<file path="src/rtl/enc_pkg.sv">
// Shared types and helpers for the priority encoders: default widths, the encoded-result
// struct and the handshake state type.
package enc_pkg;

  localparam int unsigned EncN   = 4;
  localparam int unsigned EncIw  = 2;
  // Helpers work on a zero-extended vector so any request width up to VecMax can share them.
  localparam int unsigned VecMax = 32;
  localparam int unsigned IdxMax = 5;

  typedef enum logic {StEmpty, StFull} hs_state_e;

  typedef struct packed {
    logic [IdxMax-1:0] idx;
    logic              none;
    logic              multi;
  } enc_res_t;

  function automatic logic [IdxMax-1:0] prio_idx(input logic [VecMax-1:0] vec,
                                                 input logic              msb_prio);
    logic [IdxMax-1:0] idx;
    idx = '0;
    if (msb_prio) begin
      for (int i = 0; i < int'(VecMax); i++) begin
        if (vec[i]) idx = IdxMax'(i);
      end
    end else begin
      for (int i = int'(VecMax) - 1; i >= 0; i--) begin
        if (vec[i]) idx = IdxMax'(i);
      end
    end
    return idx;
  endfunction

  function automatic logic popcount_gt1(input logic [VecMax-1:0] vec);
    return (vec & (vec - VecMax'(1))) != '0;
  endfunction

endpackage

</file>
<file path="src/rtl/prio_enc_comb.sv">
// Combinational N-to-log2(N) priority encoder with enable, none and multi-hot flags.
module prio_enc_comb
  import enc_pkg::*;
#(
  parameter int unsigned N        = EncN,
  parameter int unsigned IW       = EncIw,
  parameter bit          MSB_PRIO = 1'b1
) (
  input  logic [N-1:0]  in_i,
  input  logic          en_i,
  output logic [IW-1:0] idx_o,
  output logic          none_o,
  output logic          multi_o
);

  logic [VecMax-1:0] vec;
  enc_res_t          res;

  assign vec = VecMax'(in_i);

  always_comb begin
    res = '{idx: '0, none: 1'b1, multi: 1'b0};
    if (en_i && (|in_i)) begin
      res.idx   = prio_idx(vec, MSB_PRIO);
      res.none  = 1'b0;
      res.multi = popcount_gt1(vec);
    end
  end

  assign idx_o   = IW'(res.idx);
  assign none_o  = res.none;
  assign multi_o = res.multi;

endmodule

</file>
<file path="src/rtl/encoder_hs.sv">
// Registered priority encoder behind a one-entry valid/ready output stage, with a
// saturating count of accepted multi-hot words.
module encoder_hs
  import enc_pkg::*;
#(
  parameter int unsigned N        = EncN,
  parameter int unsigned IW       = EncIw,
  parameter bit          MSB_PRIO = 1'b1,
  parameter int unsigned CNT_W    = 8
) (
  input  logic             clk,
  input  logic             rst_n,
  input  logic [N-1:0]     in_i,
  input  logic             en_i,
  input  logic             in_valid_i,
  output logic             in_ready_o,
  output logic [IW-1:0]    out_o,
  output logic             out_valid_o,
  input  logic             out_ready_i,
  output logic             out_none_o,
  output logic             out_multi_o,
  output logic [CNT_W-1:0] err_cnt_o,
  input  logic             clr_cnt_i
);

  hs_state_e        state_q;
  logic [IW-1:0]    out_q;
  logic             none_q, multi_q;
  logic [CNT_W-1:0] cnt_q, cnt_d;

  logic [IW-1:0]    enc_idx;
  logic             enc_none, enc_multi;
  logic             accept, present;

  prio_enc_comb #(
    .N        (N),
    .IW       (IW),
    .MSB_PRIO (MSB_PRIO)
  ) u_prio_enc (
    .in_i    (in_i),
    .en_i    (en_i),
    .idx_o   (enc_idx),
    .none_o  (enc_none),
    .multi_o (enc_multi)
  );

  assign out_valid_o = (state_q == StFull);
  assign in_ready_o  = !out_valid_o || out_ready_i;
  assign accept      = in_valid_i && in_ready_o;
  assign present     = out_valid_o && out_ready_i;

  always_comb begin
    cnt_d = cnt_q;
    if (clr_cnt_i) begin
      cnt_d = '0;
    end else if (accept && enc_multi && (cnt_q != {CNT_W{1'b1}})) begin
      cnt_d = cnt_q + CNT_W'(1);
    end
  end

  // Data registers load only on accept, so an undriven request vector never reaches them.
  always_ff @(posedge clk or negedge rst_n) begin
    if (!rst_n) begin
      state_q <= StEmpty;
      out_q   <= '0;
      none_q  <= 1'b0;
      multi_q <= 1'b0;
      cnt_q   <= '0;
    end else begin
      unique case (state_q)
        StEmpty: if (accept) state_q <= StFull;
        StFull:  if (present && !accept) state_q <= StEmpty;
        default: state_q <= StEmpty;
      endcase
      if (accept) begin
        out_q   <= enc_idx;
        none_q  <= enc_none;
        multi_q <= enc_multi;
      end
      cnt_q <= cnt_d;
    end
  end

  assign out_o       = out_q;
  assign out_none_o  = none_q;
  assign out_multi_o = multi_q;
  assign err_cnt_o   = cnt_q;

endmodule

</file>
<file path="config.mk">
export PLATFORM = sky130hd
export DESIGN_NAME = encoder_hs
export DESIGN_NICKNAME = d
export VERILOG_FILES = /design/src/rtl/enc_pkg.sv /design/src/rtl/prio_enc_comb.sv /design/src/rtl/encoder_hs.sv
export SDC_FILE = /design/constraint.sdc
export NUM_CORES = 1
export LEC_CHECK = 0
export CAP_MARGIN = 40
export CORE_ASPECT_RATIO = 1.25
export CORE_MARGIN = 10
export CORE_UTILIZATION = 42
export CTS_BUF_LIST = sky130_fd_sc_hd__clkbuf_4 sky130_fd_sc_hd__clkbuf_8
export DETAILED_ROUTE_END_ITERATION = 10
export PLACE_DENSITY = 0.76
export SLEW_MARGIN = 5
export SYNTH_ARGS = -nofsm -noshare
export SYNTH_HDL_FRONTEND = slang
export SYNTH_SLANG_ARGS = --single-unit
</file>
<file path="constraint.sdc">
create_clock -name clk -period 1.8 [get_ports clk]
set_clock_uncertainty 0.15 [all_clocks]
set_input_delay 0.36 -clock clk [delete_from_list [all_inputs] [get_ports clk]]
set_output_delay 0.36 -clock clk [all_outputs]
set_load 0.05 [all_outputs]
</file>
# Word level (Yosys, flattened, before mapping)

Cells that the tools add are included.

Input bits: 10
Register bits after elaboration: 13
Logic and storage cells: 31
Output and inout bits: 14

Reduce and logical (&&, ||, !) cells: 12
Add/sub/neg operators: 2
Multiplexer cells: 9
Equality and inequality tests: 1
Bitwise operators: 2

Operators by type and width:

| operator                                          | number |
|---|---|
| bitwise AND 4 x 32 -> 32 bit                      | 1 |
| nonzero test 32 bit                               | 1 |
| two-way mux 8 bit                                 | 2 |
| adder 8 x 1 -> 8 bit (second input constant)      | 1 |
| inequality test 8 bit (second input constant)     | 1 |
| logical AND 1 bit                                 | 6 |
| subtractor 4 x 1 -> 5 bit (second input constant) | 1 |
| two-way mux 2 bit                                 | 2 |
| two-way mux 4 bit                                 | 1 |
| OR reduction 4 bit                                | 1 |
| two-way mux 1 bit                                 | 3 |
| logical NOT 1 bit                                 | 2 |
| case mux 1 bit (2 select lines)                   | 1 |
| nonzero test 2 bit                                | 1 |
| logical OR 1 bit                                  | 1 |
| inverter 1 bit                                    | 1 |

# Logic depth before layout (Yosys ltp)

Gate-level depths: netlist of the first run.

Depth after elaboration: 8
Mapped depth: 5
Mapped depth without buffers: 4

# Modules after synthesis

A second synthesis of the first run with hierarchy kept.

Cells, all modules: 69
Area, all modules: 716.9 µm²

By module, submodules not included:

| module        | times used | cells an instance | area each (µm²) | seq. area each (µm²) |
|---|---|---|---|---|
| encoder_hs    | 1          | 61                | 654.4           | 325.3 |
| prio_enc_comb | 1          | 8                 | 62.6            | 0.0 |

# Worst setup path before layout of the first run

No wires, ideal clock.

Path kind: reg-to-reg
From: reg cnt_q[0] (netlist: err_cnt_o[0])
To: reg cnt_q[4] (netlist: err_cnt_o[4])
Stages on the path, launching flop included: 6
Arrival: 1.798 ns
Setup slack: -0.272 ns
Buffers on the path: 1
Data required time: 1.525 ns
Setup time: 0.125 ns
Clock period less this slack: 2.072 ns
Cell sequence: dfrtp_1 -> ha_1 -> and4_4 -> buf_6 -> nor4_1 -> mux2_2

Word-level cells in the longest chain between the ends: 3
Elaborated cells between the ends (all ways): 6
Classes of those cells: add/sub (1); eq/ne (1); mux (2); reduce/logical (2)

RTL lines:

| what                                                                 | RTL line                           | text |
|---|---|---|
| start: declaration                                                   | encoder_hs.sv:29                   | `logic [CNT_W-1:0] cnt_q, cnt_d;` |
| start signal: assignment                                             | encoder_hs.sv:80                   | `cnt_q <= cnt_d;` |
| adder 8 x 1 -> 8 bit / inequality test 8 bit (equally long branches) | encoder_hs.sv:57, encoder_hs.sv:56 |  |
| two-way mux 8 bit / logical AND 1 bit (equally long branches)        | encoder_hs.sv:56                   | `end else if (accept && enc_multi && (cnt_q != {CNT_W{1'b1}})) begin` |
| two-way mux 8 bit / nonzero test 2 bit (equally long branches)       | n/a                                |  |

Parallel ways exist; a longest one is shown, timed or not. The select of a mux whose other input is x is not followed.
A chain may end at the register's enable or synchronous reset.

# Final worst setup path of the first run

From: in out_ready_i
To: reg cnt_q[4] (netlist: err_cnt_o[4])

Word-level cells in the longest chain between the ends: 5

RTL lines:

| what                                | RTL line         | text |
|---|---|---|
| start: declaration                  | encoder_hs.sv:19 | `input logic out_ready_i,` |
| logical OR 1 bit                    | encoder_hs.sv:48 | `assign in_ready_o = !out_valid_o \|\| out_ready_i;` |
| logical AND 1 bit                   | encoder_hs.sv:49 | `assign accept = in_valid_i && in_ready_o;` |
| logical AND 1 bit (2 in a row)      | encoder_hs.sv:56 |  |
| nonzero test 2 bit (no source line) | n/a              |  |

Every way passes these cells.

==> summary.txt, run 1 <==
# rows - 17
Synthesized cell area - 758 µm²
Adder-cell area share of the yosys netlist - 1.65%
Post-synthesis async set-or-reset flop share - 100%
Peak supply drop - 0.000490 V
WL per Instance - 16.2 µm
Power Total - 0.730 mW
Post-Syn Instances - 79
Synth Area per Inst - 9.60 µm²
Clock power share - 28.1%
Seq/Total Area, Yosys - 42.9%
Die height - 67.5 µm
CORE AREA - 1740 µm²
Most frequent cells after synthesis - dfrtp_1 (13), nor2b_1 (8), nor2_1 (6)
CTS tree - built
Max frequency - 0.568 GHz
Area Overhead vs Synth - 73.1%
Crit path DAT - 1.78 ns
Prevailing post-synth register cell - dfrtp_1
Final antenna-violating net count - 0
Routed vias - 793
Largest net degree at the start of global routing - 16
Lkg Pwr - 0.553 nW
Crit-path cells - clkdlybuf4s50_1 > nand2b_4 > nand3_2 > nor4_4 > mux2_2
Worst min path class - input pin to async pin
Clock Latency Late Sink - 0.28 ns
RSZ-0062 raised after global routing - yes
Clk sinks - 13
Max FO, Critical Path - 4
Layout cell share with drive strength beyond 1 - 49.6%
R2R depth - 4
Largest family of logic cells by synthesized area - simple AND/OR/NAND/NOR gates
FF+latch area - 335 µm²
Overall Global Routing Usage - 12.3%
Post-Synth Simple-Gate Area - 33.2%
Yosys top cell area share - 42.9%
Largest stage delay on the critical path - 0.46 ns
Post-CTS Repair Setup Buffers - 0
Crit path time final - 1.76 ns
Htree depth - 1
Drc violations - 0
Hold-fix buffers, CTS - 0
Max Slew Vio Count - 0
Top cells by area, synth - dfrtp_1 (43%), mux2_2 (7.4%), nor2b_1 (6.6%)
Critical path type - input pin to flip-flop
Post-Synth XOR/XNOR Area - 0%
Final cycle utilization of the critical path - 97.8%
Post-synth EDFFs - 0
Type of origin of the critical path - input pin
Antenna diodes - 0
# setup viols final - 0
Nets - 133
# IOs - 24
Initial antenna violation count - 0
Die area - 3920 µm²
Crit path max-delay cell type - clkdlybuf4s50_1
Seq cells post-synth - 13
Num CTS Buffers - 3
Syn_nets - 90
Internal power - 0.491 mW
Compound-Gate Fraction of Synth Area - 8.91%
Clk slew on worst S/H paths - 0.09 ns
Most common cell in the netlist - dfrtp_1
P per Cell Area - 556 nW/µm²
Number of global-route vias before repair - 865
FILL cells - 127
Post-synthesis cell type count - 28
Hold_ws - 0.228 ns
Final hold vios - 0
Port Buffers - 23
Final core occ - 75.3%
Multiplexer share of the synthesized area - 10.2%
Routed Wire Length - 2260 µm
Switching power total - 0.239 mW
Area occupied by multi-input gates - 482 µm²
Comb power frac - 28.6%
Status - completed
Measured slew at the worst slew-check pin - 0.435 ns
Worst Setup End Kind - flip-flop
Final global-route overflow total - 0
Total Neg Setup Slack - 0 ns
First-pass GRT wire length - 3900 µm
Width of the die - 58.0 µm
Initial DRT Pass Iterations - 4
Reg power frac - 43.3%
Max clock buf depth - 2
Cell taking the most area after synthesis - dfrtp_1
Placer congestion estimate - 0.808
Vias per std cell - 5.66
Initial Utilization - 43.5%
Data required, critical path - 1.82 ns
Max_cap viols - 0
Root Driver - clkbuf_4
Sw frac - 32.8%
First DRT Iteration DRCs - 13
Final HPWL DP - 1780 µm
Ys Warns - 0
Slew headroom - 70.8%
==> what timing repair did <==
item	CTS	global route
setup endpoints to repair	9	2
resized for setup	8	0
cloned	0	0
pin swaps	1	0
==> power groups by stage <==
stage / clock [mW] / sequential (mW) / combinational (mW)
after floorplan: 0 / 0.375 / 0.0498
after global placement: 0 / 0.321 / 0.202
after detailed placement: 0 / 0.322 / 0.207
after CTS: 0.209 / 0.317 / 0.210
after global routing: 0.221 / 0.318 / 0.223
final: 0.205 / 0.317 / 0.209
==> metrics by stage <==
stage	worst slack (ns)	area, µm²	cells
floorplan	-0.105	813	79
global placement	-0.421	1250	136
detailed placement	-0.456	1250	136
CTS	0.0540	1310	140
global route	-0.00995	1310	140
finish	0.0403	1310	140
==> final timing paths <==
check | endpoint | startpoint | slack (ns)
max in group asynchronous | err_cnt_o[6] | rst_n | 1.09
setup reg to reg | err_cnt_o[2] | err_cnt_o[1] | 0.06
min in group clk | out_multi_o | out_multi_o | 0.35
setup / recovery | err_cnt_o[4] | out_ready_i | 0.04
hold / removal | out_valid_o | rst_n | 0.23
hold reg to reg | out_multi_o | out_multi_o | 0.35
==> sequential cells by signal, summed over array words and instances (netlist names) <==
name,count
err_cnt_o,8
out_multi_o,1
out_none_o,1
out_o,2
out_valid_o,1
==> cells by family (layout without fill, tap and decap cells) <==
| kind of cell | after synthesis | count (layout) |
|---|---|---|
| AND/OR/NAND/NOR | 43 | 43 |
| flip-flops | 13 | 13 |
| AO/OA/AOI/OAI | 11 | 11 |
| multiplexers | 7 | 7 |
| buffers and inverters | 4 | 46 |
| adder cells (fa/ha/maj) | 1 | 1 |
==> final cells by class <==
| cell class | instances | share of cell area (%) |
|---|---|---|
| well taps | 19 | 1.81 |
| inverters | 1 | 0.286 |
| clock buffers | 4 | 2.29 |
| repair buffers | 41 | 33.4 |
| flip-flops and latches | 13 | 25.5 |
| multi-input cells | 62 | 36.7 |
==> metal layers <==
metal	vias to the layer above	part of all wire, %	global-route usage [%]	routed length, µm
met5	-	0	0	0
met4	0	1.3	4.71	29
met3	4	10	5.07	234
met2	30	50	21.9	1140
met1	383	38	12.6	861
li1	376	-	-	-
==> worst max-delay path: cells and delay by family <==
| family | cells | cell delay [ns] |
|---|---|---|
| muxes | 1 | 0.36 |
| buffers and inverters | 1 | 0.46 |
| and+or+nand+nor | 3 | 0.60 |
==> placed cells by master, fill, tap and decap left out, types with 3 or more instances in the layout <==
| master | count |
|---|---|
| buf_12 | 9 |
| buf_4 | 23 |
| clkbuf_4 | 4 |
| clkdlybuf4s50_1 | 5 |
| dfrtp_1 | 5 |
| dfrtp_2 | 8 |
| dlygate4sd2_1 | 4 |
| mux2_2 | 5 |
| nand2_1 | 5 |
| nand2b_1 | 3 |
| nand3_1 | 3 |
| nand4_1 | 3 |
| nor2_1 | 6 |
| nor2b_1 | 8 |
| nor4_4 | 3 |
| o21ai_0 | 5 |
Note: power is estimated with default switching activity, not from simulation.
==> inputs of run 2 (changes only) <==
--- a/config.mk
+++ b/config.mk
@@ -11,7 +11,7 @@
 export CORE_UTILIZATION = 42
 export CTS_BUF_LIST = sky130_fd_sc_hd__clkbuf_4 sky130_fd_sc_hd__clkbuf_8
 export DETAILED_ROUTE_END_ITERATION = 10
-export PLACE_DENSITY = 0.76
+export PLACE_DENSITY = 0.72
 export SLEW_MARGIN = 5
 export SYNTH_ARGS = -nofsm -noshare
 export SYNTH_HDL_FRONTEND = slang
==> summary.txt, run 2 (same netlist as run 1, synthesis figures left out) <==
CORE AREA - 1740 µm²
First DRT Iteration DRCs - 19
Num CTS Buffers - 3
# setup viols final - 0
Reg power frac - 44.3%
Worst min path class - input pin to async pin
Max clock buf depth - 2
Initial DRT Pass Iterations - 4
Non-filler cells, final - 140
Clock power share - 27.9%
Initial antenna violation count - 0
Die height - 67.5 µm
Htree depth - 1
Measured slew at the worst slew-check pin - 0.493 ns
Most common library cell in the layout ignoring fill and taps - buf_4
Vias per std cell - 5.39
Final antenna-violating net count - 0
Max_cap viols - 0
CTS tree - built
Crit path DAT - 1.80 ns
Clock Latency Late Sink - 0.28 ns
Most frequent cells in the layout - buf_4 (23), buf_12 (9), nor2b_1 (8), dfrtp_2 (8), nor2_1 (6)
Max reg flops - 8
Slew headroom - 66.8%
Routed vias - 754
Overall Global Routing Usage - 12.1%
Dpl cells - 135
# IOs - 24
Worst Path Buf+Inv - 1
Final Cell Area - 1290 µm²
Clk slew on worst S/H paths - 0.08 ns
Port Buffers - 23
Antenna diodes - 0
RSZ-0062 raised after global routing - no
Status - completed
Clk sinks - 13
WL met3 - 220 µm
Peak supply drop - 0.000282 V
Internal power - 0.488 mW
Drc violations - 0
Final cycle utilization of the critical path - 97.1%
Total Neg Setup Slack - 0 ns
First-pass GRT wire length - 3690 µm
Layout cell share with drive strength beyond 1 - 50.4%
Switching power total - 0.226 mW
Sw frac - 31.6%
Metal2 WL - 1080 µm
Width of the die - 58.0 µm
Power Total - 0.714 mW
Root Driver - clkbuf_4
Final global-route overflow total - 0
Placed cell area - 1250 µm²
Critical path type - input pin to flip-flop
Number of global-route vias before repair - 835
Data required, critical path - 1.86 ns
Worst Setup End Kind - flip-flop
Largest stage delay on the critical path - 0.53 ns
Max frequency - 0.572 GHz
Wl on met1 - 815 µm
Nets - 133
Max FO, Critical Path - 4
Lkg Pwr - 0.553 nW
Placer congestion estimate - 0.795
WL per Instance - 15.4 µm
P per Cell Area - 554 nW/µm²
# rows - 17
Max Slew Vio Count - 0
Die area - 3920 µm²
Final HPWL DP - 1710 µm
Initial Utilization - 43.5%
Family with the most delay on the worst path - simple AND/OR/NAND/NOR gates
Top routing layer in use - met4
Area Overhead vs Synth - 70.1%
Routed Wire Length - 2150 µm
Final hold vios - 0
Crit path time final - 1.75 ns
Crit-path cells - clkdlybuf4s50_1 > nand2b_4 > nand4_1 > or4_1 > a21oi_2
Crit path max-delay cell type - or4_1
Type of origin of the critical path - input pin
Largest net degree at the start of global routing - 16
FILL cells - 137
Comb power frac - 27.8%
run 2: cell counts in the layout (fill, tap and decap cells not counted):
Identical to the previous run, type by type.
run 2: metal layers:
metal,vias to the layer above,global-route usage [%]
met5,-,0
met2,21,22.2
li1,374,-
met4,0,6.76
met3,5,6.19
met1,354,10.4
run 2: layout make-up:
class	instances	area [µm²]	area share [%]
clock buffers	4	30.0	2.33
repair buffers	41	438	33.9
flip-flops and latches	13	335	26.0
multi-input cells	62	459	35.6
inverters	1	3.75	0.291
well taps	19	23.8	1.84
run 2: metrics by stage:
| step | setup WS (ns) | utilization, % | hold slack, ns |
|---|---|---|---|
| floorplan | -0.105 | - | -0.0856 |
| global placement | -0.439 | 71.4 | 0.314 |
| detailed placement | -0.458 | 71.4 | 0.327 |
| CTS | 0.0476 | 73.7 | 0.226 |
| global route | 0.00110 | 74.0 | 0.250 |
| finish | 0.0514 | 74.0 | 0.244 |
run 2: final timing paths:
check	slack [ns]	startpoint	end	cells after the start
setup reg to reg	0.07	err_cnt_o[3]	err_cnt_o[2]	4
min in group clk	0.34	out_o[0]	out_o[0]	2
max in group asynchronous	1.08	rst_n	err_cnt_o[5]	2
setup / recovery	0.05	out_ready_i	err_cnt_o[3]	5
hold reg to reg	0.34	out_o[0]	out_o[0]	2
hold / removal	0.24	rst_n	err_cnt_o[7]	2
run 2: power by group through the flow:
stage	Clock, mW	Sequential, mW	Combinational, mW
after floorplan	0	0.375	0.0498
final	0.199	0.316	0.199
after detailed placement	0	0.321	0.203
after global placement	0	0.320	0.200
after CTS	0.210	0.316	0.202
after global routing	0.220	0.318	0.216
run 2: what timing repair did:
| item | CTS | global route |
|---|---|---|
| pin swaps | 1 | 0 |
| buffers inserted | 1 | 0 |
| hold buffers | 0 | 0 |
| endpoints found under the setup margin | 9 | 1 |
| gates resized for setup | 5 | 1 |
==> inputs of run 3 (changes only) <==
--- a/config.mk
+++ b/config.mk
@@ -12,6 +12,7 @@
 export CTS_BUF_LIST = sky130_fd_sc_hd__clkbuf_4 sky130_fd_sc_hd__clkbuf_8
 export DETAILED_ROUTE_END_ITERATION = 10
 export PLACE_DENSITY = 0.72
+export SETUP_SLACK_MARGIN = 0.5
 export SLEW_MARGIN = 5
 export SYNTH_ARGS = -nofsm -noshare
 export SYNTH_HDL_FRONTEND = slang
==> summary.txt, run 3 (same netlist as run 1, synthesis figures left out) <==
Dpl cells - 134
Non-filler cells, final - 157
Measured slew at the worst slew-check pin - 0.661 ns
Worst r2r src - err_cnt_o[0]
Nets - 150
Initial Utilization - 43.5%
Worst Path Buf+Inv - 0
GR Util met3 - 4.32%
Root Driver - clkbuf_4
Drc violations - 0
Grt met1 use - 13.8%
First-pass GRT wire length - 4230 µm
Most frequent cells in the layout - buf_4 (22), buf_6 (21), dfrtp_2 (9)
Num CTS Buffers - 3
Crit-path cells - and3_4 > nand4_1 > or4_1 > a21oi_2
Final global-route overflow total - 0
Number of global-route vias before repair - 883
Final core occ - 90.0%
Worst Setup End Kind - flip-flop
Routed Wire Length - 2970 µm
Initial DRT Pass Iterations - 4
Placed cell area - 1250 µm²
Routed vias - 885
Status - completed
Family with the most delay on the worst path - simple AND/OR/NAND/NOR gates
Lkg Pwr - 0.670 nW
Slew headroom - 55.6%
Antenna diodes - 0
Critical path type - flip-flop to flip-flop
# IOs - 24
Final hold vios - 0
CORE AREA - 1740 µm²
Max frequency - 0.568 GHz
Max Slew Vio Count - 0
Crit path time final - 1.76 ns
Crit path max-delay cell type - or4_1
# setup viols final - 0
Initial antenna violation count - 0
Crit path DAT - 1.84 ns
Layout cell share with drive strength beyond 1 - 66.7%
Die area - 3920 µm²
Largest net degree at the start of global routing - 16
Final antenna-violating net count - 0
Width of the die - 58.0 µm
Worst min path class - input pin to async pin
CTS tree - built
Met2 usage - 25.3%
P per Cell Area - 511 nW/µm²
Flop-to-flop setup slack - 0.04 ns
Largest stage delay on the critical path - 0.58 ns
Max clock buf depth - 2
Overall Global Routing Usage - 13.9%
Vias per std cell - 5.64
Max reg flops - 8
Area Overhead vs Synth - 107%
Placer congestion estimate - 0.784
Data required, critical path - 1.88 ns
WL per Instance - 18.9 µm
Final HPWL DP - 1740 µm
Most common library cell in the layout ignoring fill and taps - buf_4
# rows - 17
Port Buffers - 23
First DRT Iteration DRCs - 23
Max_cap viols - 0
Clk slew on worst S/H paths - 0.09 ns
Die height - 67.5 µm
GR peak layer - met2
Peak supply drop - 0.000618 V
Final cycle utilization of the critical path - 97.7%
Type of origin of the critical path - flip-flop
Htree depth - 1
Final Cell Area - 1570 µm²
Clock Latency Late Sink - 0.30 ns
Max FO, Critical Path - 4
Clk sinks - 13
R2R depth - 4
Worst R2R End - err_cnt_o[3]
RSZ-0062 raised after global routing - yes
run 3: what timing repair did:
action / 4_1_cts / 5_1_grt
gates resized for setup: 48 / 14
setup buffers: 13 / 6
pin swaps: 10 / 4
hold buffers: 0 / 0
endpoints found under the setup margin: 26 / 25
run 3: layout make-up:
cell class	instances	area, µm²
timing repair buffer	58	628
multi-input combinational	62	548
sequential	13	337
fill	71	174
clock buffer	4	30.0
tap	19	23.8
inverter	1	3.75
run 3: how the worst max path moves through the flow:
stage	from	endpoint	cells past startpoint
floorplan	err_cnt_o[3]	err_cnt_o[2]	5
global placement	in_i[0]	err_cnt_o[4]	5
detailed placement	in_i[0]	err_cnt_o[4]	5
CTS	err_cnt_o[0]	err_cnt_o[2]	4
global route	err_cnt_o[2]	err_cnt_o[3]	6
finish	err_cnt_o[0]	err_cnt_o[3]	4
run 3: per-layer routing:
layer,vias to the layer above,wire (µm)
met1,427,1080
met3,13,205
met2,34,1540
li1,411,-
met5,-,0
met4,0,148
run 3: worst register-to-register path, delay by kind of cell (launching register included):
family          cells  cell delay, ns
compound gates      1            0.16
simple gates        3            0.98
flops               1            0.41
run 3: power breakdown:
| part | internal, mW | switching [mW] |
|---|---|---|
| clock | 0.102 | 0.120 |
| combinational | 0.116 | 0.143 |
| sequential | 0.307 | 0.0148 |
| total | 0.525 | 0.278 |
run 3: through the flow:
stage               power [mW]  hold slack (ns)  setup WS, ns  setup TNS [ns]
floorplan                0.429          -0.0856        -0.105          -0.329
global placement         0.525            0.314        -0.405           -2.98
detailed placement       0.531            0.326        -0.421           -3.39
CTS                      0.775            0.242        0.0991               0
global route             0.839            0.242       -0.0337         -0.0337
finish                   0.803            0.235        0.0405               0
